File: config.mk
export PLATFORM = sky130hd
export DESIGN_NAME = mdr_mem_port
export DESIGN_NICKNAME = d
export VERILOG_FILES = /design/src/rtl/mdr_mem_port.sv
export SDC_FILE = /design/constraint.sdc
export NUM_CORES = 1
export LEC_CHECK = 0
export BUFFER_PORTS_ARGS = -buffer_cell sky130_fd_sc_hd__buf_2
export CAP_MARGIN = 10
export CORE_MARGIN = 4
export CORE_UTILIZATION = 48
export DETAILED_ROUTE_END_ITERATION = 16
export PLACE_DENSITY_LB_ADDON = 0.15
export SYNTH_ARGS = -nofsm -noshare
export SYNTH_HDL_FRONTEND = slang
export SYNTH_SLANG_ARGS = --single-unit
File: constraint.sdc
create_clock -name clock -period 2.4 [get_ports clock]
set_input_delay 0.12 -clock clock [delete_from_list [all_inputs] [get_ports clock]]
set_output_delay 0.12 -clock clock [all_outputs]
set_load 0.005 [all_outputs]
File: src/rtl/mdr_mem_port.sv
// Memory Data Register with a req/ack memory handshake engine: bus loads, sized
// memory reads with sign/zero extension, lane-replicated writes and an access timeout.
module mdr_mem_port #(
  parameter int DATA_WIDTH = 32,
  parameter int LANE_BITS  = $clog2(DATA_WIDTH/8),
  parameter int TIMEOUT    = 16
) (
  input  logic                    clock,
  input  logic                    clear,
  input  logic                    MDRin,
  input  logic                    Read,
  input  logic                    Write,
  input  logic [1:0]              size,
  input  logic                    sign_ext,
  input  logic [LANE_BITS-1:0]    addr_lo,
  input  logic [DATA_WIDTH-1:0]   BusMuxOut,
  input  logic [DATA_WIDTH-1:0]   Mdatain,
  input  logic                    mem_ack,
  output logic [DATA_WIDTH-1:0]   BusMuxIn,
  output logic [DATA_WIDTH-1:0]   Mdataout,
  output logic [DATA_WIDTH/8-1:0] mem_be,
  output logic                    mem_rd,
  output logic                    mem_wr,
  output logic                    busy,
  output logic                    done,
  output logic                    err
);

  localparam int NB    = DATA_WIDTH / 8;
  localparam int CNT_W = (TIMEOUT > 1) ? $clog2(TIMEOUT) : 1;
  localparam logic [CNT_W-1:0] CNT_LAST = CNT_W'((TIMEOUT > 0) ? TIMEOUT - 1 : 0);

  localparam logic [1:0] S_IDLE = 2'd0;
  localparam logic [1:0] S_RD   = 2'd1;
  localparam logic [1:0] S_WR   = 2'd2;

  localparam logic [1:0] SZ_BYTE = 2'b00;
  localparam logic [1:0] SZ_HALF = 2'b01;
  localparam logic [1:0] SZ_WORD = 2'b10;

  function automatic logic is_aligned(input logic [1:0] sz, input logic [LANE_BITS-1:0] lane);
    logic ok;
    case (sz)
      SZ_BYTE: ok = 1'b1;
      SZ_HALF: ok = (lane[0] == 1'b0);
      SZ_WORD: ok = (lane[1:0] == 2'b00);
      default: ok = (lane == '0);
    endcase
    return ok;
  endfunction

  function automatic logic [NB-1:0] byte_enables(input logic [1:0] sz, input logic [LANE_BITS-1:0] lane);
    logic [NB-1:0] be;
    case (sz)
      SZ_BYTE: be = NB'(1'b1) << lane;
      SZ_HALF: be = NB'(2'b11) << lane;
      SZ_WORD: be = NB'(4'hF) << lane;
      default: be = '1;
    endcase
    return be;
  endfunction

  // Pull the addressed lane down to bit 0, then zero- or sign-fill above it.
  function automatic logic [DATA_WIDTH-1:0] load_extend(input logic [DATA_WIDTH-1:0] data,
                                                        input logic [1:0] sz,
                                                        input logic [LANE_BITS-1:0] lane,
                                                        input logic sext);
    logic [DATA_WIDTH-1:0] sh;
    logic [DATA_WIDTH-1:0] mask;
    logic [DATA_WIDTH-1:0] res;
    int w;
    sh = data >> {lane, 3'b000};
    case (sz)
      SZ_BYTE: w = 8;
      SZ_HALF: w = 16;
      SZ_WORD: w = 32;
      default: w = DATA_WIDTH;
    endcase
    mask = {DATA_WIDTH{1'b1}} >> (DATA_WIDTH - w);
    res  = sh & mask;
    if (sext && sh[w-1]) begin
      res = res | ~mask;
    end else begin
      res = res;
    end
    return res;
  endfunction

  function automatic logic [DATA_WIDTH-1:0] replicate(input logic [DATA_WIDTH-1:0] mdr, input logic [1:0] sz);
    logic [DATA_WIDTH-1:0] res;
    int k;
    case (sz)
      SZ_BYTE: k = 1;
      SZ_HALF: k = 2;
      SZ_WORD: k = 4;
      default: k = NB;
    endcase
    for (int i = 0; i < NB; i++) begin
      res[i*8 +: 8] = mdr[(i % k)*8 +: 8];
    end
    return res;
  endfunction

  logic [1:0]            state_q, state_d;
  logic [DATA_WIDTH-1:0] mdr_q, mdr_d;
  logic [DATA_WIDTH-1:0] dout_q, dout_d;
  logic [NB-1:0]         be_q, be_d;
  logic [CNT_W-1:0]      cnt_q, cnt_d;
  logic [1:0]            size_q, size_d;
  logic [LANE_BITS-1:0]  lane_q, lane_d;
  logic                  sext_q, sext_d;
  logic                  done_q, done_d;
  logic                  err_q, err_d;
  logic                  timed_out_s;

  assign timed_out_s = (TIMEOUT > 0) && (cnt_q == CNT_LAST);

  // Next-state: command decode in IDLE, ack/timeout handling while an access is open.
  always_comb begin
    state_d = state_q;
    mdr_d   = mdr_q;
    dout_d  = dout_q;
    be_d    = be_q;
    cnt_d   = cnt_q;
    size_d  = size_q;
    lane_d  = lane_q;
    sext_d  = sext_q;
    done_d  = 1'b0;
    err_d   = 1'b0;
    case (state_q)
      S_IDLE: begin
        if (Read || Write) begin
          if (is_aligned(size, addr_lo)) begin
            state_d = Read ? S_RD : S_WR;
            be_d    = byte_enables(size, addr_lo);
            cnt_d   = '0;
            size_d  = size;
            lane_d  = addr_lo;
            sext_d  = sign_ext;
            if (!Read) begin
              dout_d = replicate(mdr_q, size);
            end else begin
              dout_d = dout_q;
            end
          end else begin
            err_d = 1'b1;
          end
        end else if (MDRin) begin
          mdr_d = BusMuxOut;
        end else begin
          mdr_d = mdr_q;
        end
      end
      S_RD, S_WR: begin
        if (mem_ack) begin
          if (state_q == S_RD) begin
            mdr_d = load_extend(Mdatain, size_q, lane_q, sext_q);
          end else begin
            mdr_d = mdr_q;
          end
          state_d = S_IDLE;
          be_d    = '0;
          done_d  = 1'b1;
        end else if (timed_out_s) begin
          state_d = S_IDLE;
          be_d    = '0;
          err_d   = 1'b1;
        end else begin
          cnt_d = cnt_q + CNT_W'(1);
        end
      end
      default: begin
        state_d = S_IDLE;
        be_d    = '0;
      end
    endcase
  end

  // State and datapath registers; clear wins over everything.
  always_ff @(posedge clock or posedge clear) begin
    if (clear) begin
      state_q <= S_IDLE;
      mdr_q   <= '0;
      dout_q  <= '0;
      be_q    <= '0;
      cnt_q   <= '0;
      size_q  <= 2'b00;
      lane_q  <= '0;
      sext_q  <= 1'b0;
      done_q  <= 1'b0;
      err_q   <= 1'b0;
    end else begin
      state_q <= state_d;
      mdr_q   <= mdr_d;
      dout_q  <= dout_d;
      be_q    <= be_d;
      cnt_q   <= cnt_d;
      size_q  <= size_d;
      lane_q  <= lane_d;
      sext_q  <= sext_d;
      done_q  <= done_d;
      err_q   <= err_d;
    end
  end

  assign BusMuxIn = mdr_q;
  assign Mdataout = dout_q;
  assign mem_be   = be_q;
  assign mem_rd   = (state_q == S_RD);
  assign mem_wr   = (state_q == S_WR);
  assign busy     = (state_q != S_IDLE);
  assign done     = done_q;
  assign err      = err_q;

endmodule

==> results.json <==
{
  "drc": 0,
  "synth_seq_cells": 81,
  "gr-total-overflow": 0,
  "leakage_nw": 3.265,
  "drt_iter0_markers": 355,
  "synth_area_um2": 5440,
  "wl_per_cell_um": 17.84,
  "report.final.slew_viol_count": 0,
  "finalSetupTns_ps": 0,
  "clockPowerShare_pct": 15.1,
  "end_kind": "flop",
  "synthTopCellsByArea": "dfrtp_1, mux2i_1, nand2_1",
  "slew_headroom_pct": 51.03,
  "grt_max_degree": 43,
  "synth_top_area_cell": "dfrtp_1",
  "ant_nets": 0,
  "p_seq_share_pct": 31.8,
  "yosysWarnings": 0,
  "numCtsBuffers": 9,
  "cpMostUsedCell": "ha_4",
  "max_stage_delay_ps": 550,
  "status": "complete, no violations",
  "gp_congestion": 0.9303,
  "synth_top_cell_area_share_pct": 37.26,
  "area_growth_pct": 27.94,
  "rows": 38,
  "synth_nets": 702,
  "die_w_um": 114.5,
  "cellPowerDensity_nw_per_um2": 1242,
  "fmax_mhz": 448.9,
  "cp_top_family": "simple AND/OR/NAND/NOR gates",
  "cp_num_buf_inv": 3,
  "hold_path_depth": 2,
  "required_ps": 2670,
  "cts_root_buf": "clkbuf_16",
  "cp-start-kind": "input pin",
  "hold_path_class": "input pin to flop",
  "track_usage_pct": 25.27,
  "async_flop_share_pct": 100.0,
  "routed_via_density": 5.718,
  "dp_cells": 895,
  "path_class": "input pin to flop",
  "crit_fanout": 8,
  "p_comb_share_pct": 53.0,
  "start_util_pct": 49.53,
  "fin_worst_skew_ps": 3.927,
  "synth_edf_count": 0,
  "hold_viol_final": 0,
  "clock_path_buffers": 2,
  "vias": 5215,
  "grt_pass1_wl_mm": 26.40,
  "hpwl_mm": 12.71,
  "synth_cells": 609,
  "critical_path_depth": 11,
  "finalCriticalPeriod_ps": 2227,
  "setup_violations": 0,
  "clock-sinks": 81,
  "grt_pass1_vias": 5041,
  "htreeDepth": 3,
  "grt_antenna_before_repair": 0,
  "avgSynthCellArea_um2": 8.933,
  "max-vdd-ir-drop_mv": 0.7862,
  "crit_slowest_cell": "or4_4",
  "drive_gt1_share_pct": 33.94,
  "final_util_pct": 63.37,
  "clkTransAtPathRegs_ps": 60,
  "ios": 148,
  "swShare_pct": 44.43,
  "numPortBuffers": 147,
  "insertedDiodeCount": 0,
  "wirelength_mm": 16.27,
  "fill_cells": 924,
  "rsz0062_at_grt": "no",
  "firstDrtPassIters": 5,
  "p_sw_mw": 3.840,
  "yosysSeqAreaShare_pct": 37.26,
  "final_cells": 912,
  "final_net_count": 860,
  "p_int_mw": 4.803,
  "die_y_um": 114.5,
  "crit_chain": "buf_2 > ha_1 > inv_1 > ha_4 > inv_8 > ha_4 > or4_4 > nand2_2 > nor2_2 > a211oi_4 > a32o_1",
  "max_cap_viol_count": 0,
  "synth_ff_type": "dfrtp_1",
  "reg2regPathDepth": 9,
  "cp.arrival_ps": 2500,
  "core-area_um2": 10980,
  "clock_latency_ps": 340,
  "total_power_mw": 8.643,
  "cts_tree": "built",
  "layout_worst_path_cycle_share_pct": 92.81,
  "die-area_um2": 13100,
  "tightest_slew_ps": 733.7,
  "synth_cell_type_count": 60
}
## metal layers
metal | vias up | part of all wire (%) | GRT usage (%)
li1 | 2528 | - | -
met5 | - | 0 | 0
met4 | 0 | 1.2 | 6.413
met3 | 19 | 8.7 | 3.858
met1 | 2454 | 47 | 38.98
met2 | 214 | 43 | 37.06
## power groups by stage
stage                     logic, mW  registers [mW]  clock network (mW)
final                          4.58            2.75                1.31
after global routing           5.11            2.84                1.39
after CTS                      4.60            2.73                1.34
after detailed placement       4.57            2.76                   0
after global placement         4.47            2.72                   0
after floorplan                3.03            2.53                   0
## kinds of logic after synthesis
logic type / Yosys count / synth area share, %
AND/OR/NAND/NOR: 219 / 20.24
AO/OA/AOI/OAI: 173 / 21.69
flip-flops: 81 / 37.26
buffers and inverters: 66 / 5.106
multiplexers: 51 / 11.41
adder cells (fa/ha/maj): 18 / 4.140
XOR/XNOR: 1 / 0.1610
## worst paths after layout
kind                                  start  slack [ps]           end
max in group asynchronous             clear        1310  BusMuxIn[28]
worst min register to register  Mdataout[7]         470   Mdataout[7]
worst max-delay path                size[0]         170  Mdataout[20]
worst min-delay path               sign_ext          10        sext_q
min in group asynchronous             clear         420      cnt_q[1]
worst max register to register    size_q[0]         290  BusMuxIn[31]
## state kept, by name, indices dropped and copies added, names as in the netlist
| signal | count |
|---|---|
| BusMuxIn | 32 |
| Mdataout | 32 |
| cnt_q | 4 |
| mem_be | 4 |
| lane_q | 2 |
| size_q | 2 |
| state_q | 2 |
| done | 1 |
| err | 1 |
| sext_q | 1 |
## cell type report
class	instances	area (um^2)	area share, %
multi-input cells	462	3243	46.59
flip-flops and latches	81	2027	29.12
repair buffers	189	1116	16.03
clock buffers	11	242.7	3.487
well taps	140	175.2	2.517
inverters	24	116.4	1.672
clock inverters	5	40.04	0.5752
## cell usage after synthesis, drive strengths merged, types with 5 or more instances
master and count:
nand3b 14, mux4 8, nor2b 22, buf 15, o21ai 49, nor2 41, mux2 8, o31ai 13
nand2 79, dfrtp 81, clkbuf 27, and3 7, a32o 7, a211oi 24, inv 24, o22ai 18
nor4 5, a21oi 39, ha 18, nor3 12, nand3 19, mux2i 35, nand2b 6
## cells in the final DEF (no fill, tap or decap), drive strengths merged, types with 22 or more instances in the layout
master    n
o21ai    49
nor2     41
a21oi    39
nand2    79
a211oi   24
mux2i    35
dfrtp    81
nor2b    22
inv      24
buf     188
## through the flow
step | hold slack, ps | area [um^2] | setup WS, ps
after floorplan | 254.2 | 5608 | 1.257
after global placement | 251.0 | 6668 | -100.9
after detailed placement | 259.8 | 6668 | -173.0
after CTS | 6.441 | 6960 | 179.7
after global routing | 26.20 | 6960 | 82.47
final | 14.96 | 6960 | 172.6
## timing repair
item,CTS,global route
setup endpoints to repair,0,0
endpoints found under the hold margin,40,0
resized for setup,0,0
buffers inserted,0,0
hold buffers,1,0
(Power assumes the default switching activity.)
